**config.mk**
```make
export PLATFORM = sky130hd
export DESIGN_NAME = stall_ctrl_flat
export DESIGN_NICKNAME = d
export VERILOG_FILES = /design/src/rtl/pipe_ctrl_pkg.sv /design/src/rtl/stall_ctrl_if.sv /design/src/rtl/mdu_lat_counter.sv /design/src/rtl/stall_ctrl.sv /design/src/flat_wrapper.sv
export SDC_FILE = /design/constraint.sdc
export NUM_CORES = 1
export LEC_CHECK = 0
export CAP_MARGIN = 10
export CORE_AREA = 2 2 39 41
export CTS_BUF_LIST = sky130_fd_sc_hd__clkbuf_4 sky130_fd_sc_hd__clkbuf_8 sky130_fd_sc_hd__clkbuf_16
export CTS_CLUSTER_SIZE = 25
export DETAILED_ROUTE_END_ITERATION = 6
export DIE_AREA = 0 0 41 43
export HOLD_SLACK_MARGIN = 0.06
export PLACE_DENSITY = 0.65
export SYNTH_ARGS = -nofsm -noshare
export SYNTH_HDL_FRONTEND = slang
export SYNTH_SLANG_ARGS = --single-unit
```
**constraint.sdc**
```tcl
create_clock -name clk_i -period 1.7 [get_ports clk_i]
set_input_delay 0.255 -clock clk_i [delete_from_list [all_inputs] [get_ports clk_i]]
set_output_delay 0.255 -clock clk_i [all_outputs]
set_load 0.05 [all_outputs]
```
**src/rtl/pipe_ctrl_pkg.sv**
```systemverilog
// pipe_ctrl_pkg: shared state encoding, default MDU latencies and counter widths for stall_ctrl
package pipe_ctrl_pkg;
    typedef enum logic {RUN = 1'b0, MDU_WAIT = 1'b1} state_e;
    localparam int MUL_LAT_DEF = 4;
    localparam int DIV_LAT_DEF = 32;
    localparam int CNT_W = 6;
    localparam int STALL_CNT_W = 32;
    localparam int FLUSH_CNT_W = 16;
endpackage

```
**src/rtl/stall_ctrl_if.sv**
```systemverilog
// stall_ctrl_if: hazard/MDU requests in, pipeline enables out; STALL_CTRL_PERF_EN adds perf counter outputs
interface stall_ctrl_if;
    logic hazard_i;
    logic branch_i;
    logic mdu_start_i;
    logic mdu_div_i;
    logic PCWrite_o;
    logic IF_IDWrite_o;
    logic Bubble_o;
    logic Flush_o;
    logic EX_Hold_o;
    logic mdu_busy_o;
    logic mdu_done_o;
`ifdef STALL_CTRL_PERF_EN
    logic [31:0] stall_cnt_o;
    logic [15:0] flush_cnt_o;
    modport master (output hazard_i, branch_i, mdu_start_i, mdu_div_i,
                    input PCWrite_o, IF_IDWrite_o, Bubble_o, Flush_o, EX_Hold_o, mdu_busy_o, mdu_done_o,
                    input stall_cnt_o, flush_cnt_o);
    modport slave (input hazard_i, branch_i, mdu_start_i, mdu_div_i,
                   output PCWrite_o, IF_IDWrite_o, Bubble_o, Flush_o, EX_Hold_o, mdu_busy_o, mdu_done_o,
                   output stall_cnt_o, flush_cnt_o);
`else
    modport master (output hazard_i, branch_i, mdu_start_i, mdu_div_i,
                    input PCWrite_o, IF_IDWrite_o, Bubble_o, Flush_o, EX_Hold_o, mdu_busy_o, mdu_done_o);
    modport slave (input hazard_i, branch_i, mdu_start_i, mdu_div_i,
                   output PCWrite_o, IF_IDWrite_o, Bubble_o, Flush_o, EX_Hold_o, mdu_busy_o, mdu_done_o);
`endif
endinterface

```
**src/rtl/mdu_lat_counter.sv**
```systemverilog
// mdu_lat_counter: loadable down-counter flagging the final MDU wait cycle when it reaches zero
module mdu_lat_counter import pipe_ctrl_pkg::*; (
    input  logic             clk_i,
    input  logic             rst_i,
    input  logic             load_i,
    input  logic [CNT_W-1:0] load_val_i,
    input  logic             dec_i,
    output logic             last_o
);
    logic [CNT_W-1:0] cnt_q, cnt_d;
    // load takes precedence over decrement; zero marks the last wait cycle
    always_comb begin
        cnt_d = load_i ? load_val_i : dec_i ? cnt_q - 1'b1 : cnt_q;
        last_o = (cnt_q == '0);
    end
    // counter register
    always_ff @(posedge clk_i) begin
        if (rst_i) cnt_q <= '0;
        else cnt_q <= cnt_d;
    end
endmodule

```
**src/rtl/stall_ctrl.sv**
```systemverilog
// stall_ctrl: pipeline stall/flush/MDU-hold control; STALL_CTRL_PERF_EN adds stall and flush counters
module stall_ctrl import pipe_ctrl_pkg::*; #(
    parameter int MUL_LAT = MUL_LAT_DEF,
    parameter int DIV_LAT = DIV_LAT_DEF
) (
    input logic        clk_i,
    input logic        rst_i,
    stall_ctrl_if.slave bus
);
    // the start cycle and the final cycle are both stall cycles, so the counter holds LAT-2 wait cycles
    localparam logic [CNT_W-1:0] MUL_LD = CNT_W'(MUL_LAT - 2);
    localparam logic [CNT_W-1:0] DIV_LD = CNT_W'(DIV_LAT - 2);
    state_e state_q, state_d;
    logic run, ld, mdu_act, last, pc_we, bubble, flush, done;
    mdu_lat_counter u_cnt (
        .clk_i      (clk_i),
        .rst_i      (rst_i),
        .load_i     (ld),
        .load_val_i (bus.mdu_div_i ? DIV_LD : MUL_LD),
        .dec_i      (~run & ~last),
        .last_o     (last)
    );
    // MDU outranks hazard, hazard outranks branch; requests are ignored while waiting on the MDU
    always_comb begin
        run = (state_q == RUN);
        ld = run & bus.mdu_start_i;
        mdu_act = ~run | bus.mdu_start_i;
        pc_we = ~(mdu_act | bus.hazard_i);
        bubble = ~mdu_act & bus.hazard_i;
        flush = ~mdu_act & ~bus.hazard_i & bus.branch_i;
        done = ~run & last;
        state_d = ld ? MDU_WAIT : done ? RUN : state_q;
        bus.PCWrite_o = pc_we;
        bus.IF_IDWrite_o = pc_we;
        bus.Bubble_o = bubble;
        bus.Flush_o = flush;
        bus.EX_Hold_o = mdu_act;
        bus.mdu_busy_o = mdu_act;
        bus.mdu_done_o = done;
    end
    // state register; reset aborts any MDU operation in flight
    always_ff @(posedge clk_i) begin
        if (rst_i) state_q <= RUN;
        else state_q <= state_d;
    end
`ifdef STALL_CTRL_PERF_EN
    logic [STALL_CNT_W-1:0] stall_cnt_q, stall_cnt_d;
    logic [FLUSH_CNT_W-1:0] flush_cnt_q, flush_cnt_d;
    // free-running wrap-around event counters
    always_comb begin
        stall_cnt_d = stall_cnt_q + STALL_CNT_W'(~pc_we);
        flush_cnt_d = flush_cnt_q + FLUSH_CNT_W'(flush);
        bus.stall_cnt_o = stall_cnt_q;
        bus.flush_cnt_o = flush_cnt_q;
    end
    // counter registers
    always_ff @(posedge clk_i) begin
        if (rst_i) begin
            stall_cnt_q <= '0;
            flush_cnt_q <= '0;
        end else begin
            stall_cnt_q <= stall_cnt_d;
            flush_cnt_q <= flush_cnt_d;
        end
    end
`endif
endmodule

```
**src/flat_wrapper.sv**
```systemverilog
// flat-port wrapper written by rule: the top's interface ports become plain ports
module stall_ctrl_flat import pipe_ctrl_pkg::*;
#(
    parameter int MUL_LAT = MUL_LAT_DEF,
    parameter int DIV_LAT = DIV_LAT_DEF
)
  (clk_i, rst_i, bus_hazard_i, bus_branch_i, bus_mdu_start_i, bus_mdu_div_i, bus_PCWrite_o, bus_IF_IDWrite_o, bus_Bubble_o, bus_Flush_o, bus_EX_Hold_o, bus_mdu_busy_o, bus_mdu_done_o);
  stall_ctrl_if bus_i ();
  input logic clk_i;
  input logic rst_i;
  input wire logic [$bits(bus_i.hazard_i)-1:0] bus_hazard_i;
  input wire logic [$bits(bus_i.branch_i)-1:0] bus_branch_i;
  input wire logic [$bits(bus_i.mdu_start_i)-1:0] bus_mdu_start_i;
  input wire logic [$bits(bus_i.mdu_div_i)-1:0] bus_mdu_div_i;
  output wire logic [$bits(bus_i.PCWrite_o)-1:0] bus_PCWrite_o;
  output wire logic [$bits(bus_i.IF_IDWrite_o)-1:0] bus_IF_IDWrite_o;
  output wire logic [$bits(bus_i.Bubble_o)-1:0] bus_Bubble_o;
  output wire logic [$bits(bus_i.Flush_o)-1:0] bus_Flush_o;
  output wire logic [$bits(bus_i.EX_Hold_o)-1:0] bus_EX_Hold_o;
  output wire logic [$bits(bus_i.mdu_busy_o)-1:0] bus_mdu_busy_o;
  output wire logic [$bits(bus_i.mdu_done_o)-1:0] bus_mdu_done_o;
  assign bus_i.hazard_i = bus_hazard_i;
  assign bus_i.branch_i = bus_branch_i;
  assign bus_i.mdu_start_i = bus_mdu_start_i;
  assign bus_i.mdu_div_i = bus_mdu_div_i;
  assign bus_PCWrite_o = bus_i.PCWrite_o;
  assign bus_IF_IDWrite_o = bus_i.IF_IDWrite_o;
  assign bus_Bubble_o = bus_i.Bubble_o;
  assign bus_Flush_o = bus_i.Flush_o;
  assign bus_EX_Hold_o = bus_i.EX_Hold_o;
  assign bus_mdu_busy_o = bus_i.mdu_busy_o;
  assign bus_mdu_done_o = bus_i.mdu_done_o;
  stall_ctrl #(.MUL_LAT(MUL_LAT), .DIV_LAT(DIV_LAT)) u_core (.clk_i(clk_i), .rst_i(rst_i), .bus(bus_i));
endmodule
```
==> results.md <==
* Status: finished clean
* DR iter-0 viols at 4
* Synth Area in Compound Gates at 12.6%
* Unique masters post-synth at 27
* Row count at 14
* CP max stage delay at 510 ps
* Clk_lat worst skew at 250 ps
* Post-DRT Antenna Nets at 0
* Worst-Margin Slew at 323 ps
* Total congestion overflow at 0
* Cell taking the most area after synthesis: dfxtp_1
* Mux contribution to synthesized area at 2.47%
* Sw frac at 36.5%
* Largest family of logic cells by synthesized area: simple AND/OR/NAND/NOR gates
* Psw at 253 uW
* Routed WL at 1030 um
* Critical path type: in2out
* Drt wl/cell at 11.7 um
* Critical Path Fanout Max at 5
* # port buffers at 12
* Cell Chain, Critical Path: clkdlybuf4s50_1 -> nor2_4 -> inv_4 -> nor2_4 -> and2_4 -> buf_12
* Commonest non-fill, non-tap cell in the layout: buf_12
* Clock-pin slew on the worst setup and hold paths at 60 ps
* Xor/xnor cell area share of the yosys netlist at 5.75%
* Total GRT Usage at 13.8%
* Full die area at 1760 um^2
* Setup slack after layout at 78.3 ps
* Drt via density at 4.84
* GR peak layer: met2
* Total clock sinks at 7
* Final worst path period need at 1620 ps
* Gpl congestion at 0.766
* Synth Area in Simple Gates at 36.4%
* Sequential share of the synthesized area at 30.7%
* Ports at 13
* RSZ-0062 raised after global routing: no
* Setup Skew at 5.69 ps
* Area grow syn2layout at 59.5%
* Synth Flop Type: dfxtp_1
* Met2 usage at 19.4%
* Fraction of layout instances using a drive strength above 1 at 40.3%
* H-tree levels at 1
* Syn nets at 64
* Slew Limit Headroom at 78.4%
* Setup tns final at 0 ps
* Root buffer cell: clkbuf_4
* Top cell type's share of synthesized area at 30.7%
* Routing usage on met1 at 18.3%
* Ys async rst share at 0%
* Initial DRT Pass Iterations at 4
* CTS Buf Count at 3
* Grt met3 use at 4.71%
* Gate power share at 42.7%
* Die Span Y at 43 um
* Post-Synth Adder-Cell Area at 5.48%
* Mapped cell area at 457 um^2
* Fill cells at 125
* Internal cell power at 441 uW
* Area after DPL at 686 um^2
* Register bit total from synthesis at 7
* Ant. Diodes at 0
* Clock network power share at 24.8%
* Max Slew Vio Count at 0
* WP data arrival at 1370 ps
* Hpwl dp at 802 um
* Largest net degree at the start of global routing at 11
* Post-CTS Setup Inserts at 0
* Final Setup Violations at 0
* Commonest non-fill, non-tap cells in the layout: 7 x buf_12, 6 x a21oi_1, 6 x nor3_1
* Fin. Hold Viols at 0
* Vias in the first global route at 410
* Hold Crit Class: reg2reg
* Core area at 1380 um^2
* Initial core utilization at 33.0%
* Syn Inst Count at 56
* Tcrit/Tclk final at 95.4%
* Routed via count at 426
* Avg Cell Area, Syn at 8.16 um^2
* Power Density at 954 nW/um^2
* # nets final at 81
* Ranking of synthesized cells by area: dfxtp_1 31%, a21oi_1 6.6%, nor3_1 6.6%
* Setup crit end kind: output port
* DRC Markers at 0
* CTS Hold Bufs at 0
* Slowest cell on crit path: clkdlybuf4s50_1
* Fmax at 0.617 GHz
* Clock Path Buffers at 2
* Synth warn at 0
* CP dominant cell by count: nor2_4
* Die Wd at 41 um
* Max IR drop VDD at 374 uV
* Fin area at 728 um^2
* Sequential power share at 32.5%
* Post-synth EDFFs at 0
* Lkg Pwr at 0.294 nW
* Global-route wire length before repair at 1660 um
* Max-cap violations at 0
* TritonCTS clock tree: built
* Critical Path RT at 1440 ps
* Initial antenna violation count at 0
* Startpoint class of the critical path: primary input
* DP Worst Slack at 54.7 ps
-- metal layers --
metal	up-vias	wire, um
li1	227	-
met1	192	508
met5	-	0
met4	0	12
met2	5	484
met3	2	26
-- critical path, delay by kind of cell --
kind                   cells  cell delay, ps
buffers and inverters      3             690
and+or+nand+nor            3             420
-- cell usage after synthesis (all sizes together), types with 2 or more instances --
master and instances:
nor2b 2, a21oi 6, and2 3, nor2 5
nor3 7, ha 2, xor2 3, nand2 2
dfxtp 7, buf 2, nand3 2, inv 3
-- final cells by class --
| type | count | area, um^2 | share of cell area (%) |
|---|---|---|---|
| Timing Repair Buffer | 15 | 213 | 29.2 |
| Inverter | 3 | 13.8 | 1.89 |
| Clock buffer | 4 | 30.0 | 4.12 |
| Multi-Input combinational cell | 43 | 309 | 42.4 |
| Tap cell | 16 | 20.0 | 2.75 |
| Sequential cell | 7 | 143 | 19.6 |
-- cells by family after synthesis --
kind of cell | count (synthesis)
buffers and inverters | 6
DFF | 7
xor gates and xnor gates | 3
adders and majority gates | 2
muxes | 1
AOI/OAI and AO/OA | 10
and+or+nand+nor | 27
-- final timing paths --
check                                           from                            endpoint  slack [ps]  cells past startpoint
setup reg to reg  u_core.u_cnt.cnt_q[3]$_SDFFE_PP0P_  u_core.u_cnt.cnt_q[5]$_SDFFE_PP0P_         160                      4
setup / recovery                     bus_mdu_start_i                         bus_Flush_o          80                      6
hold / removal    u_core.u_cnt.cnt_q[5]$_SDFFE_PP0P_  u_core.u_cnt.cnt_q[5]$_SDFFE_PP0P_         520                      2
hold reg to reg   u_core.u_cnt.cnt_q[5]$_SDFFE_PP0P_  u_core.u_cnt.cnt_q[5]$_SDFFE_PP0P_         520                      2
-- registers in the layout, indices dropped and copies added (netlist names) --
| signal | flops |
|---|---|
| u_core.u_cnt.cnt_q | 6 |
| u_core.state_q | 1 |
-- timing repair --
item	CTS	global route
pin swaps	0	0
setup endpoints to repair	1	4
hold endpoints to repair	0	0
gates resized for setup	3	5
-- power groups by stage --
| stage | clock network [mW] | logic, mW | registers, mW |
|---|---|---|---|
| 2_1_floorplan | 0 | 0.199 | 0.214 |
| 3_3_place_gp | 0 | 0.287 | 0.224 |
| 3_5_place_dp | 0 | 0.293 | 0.225 |
| 4_1_cts | 0.172 | 0.295 | 0.223 |
| 5_1_grt | 0.186 | 0.323 | 0.229 |
| 6_report | 0.172 | 0.297 | 0.226 |
-- through the flow --
step	instances	total power, mW	hold slack [ps]	utilization (%)
floorplan	56	0.413	324	-
global placement	84	0.512	495	49.5
detailed placement	84	0.518	510	49.5
CTS	88	0.691	519	51.8
global route	88	0.738	559	52.6
finish	88	0.695	521	52.6
No activity file was read; power rests on OpenSTA's default activity.
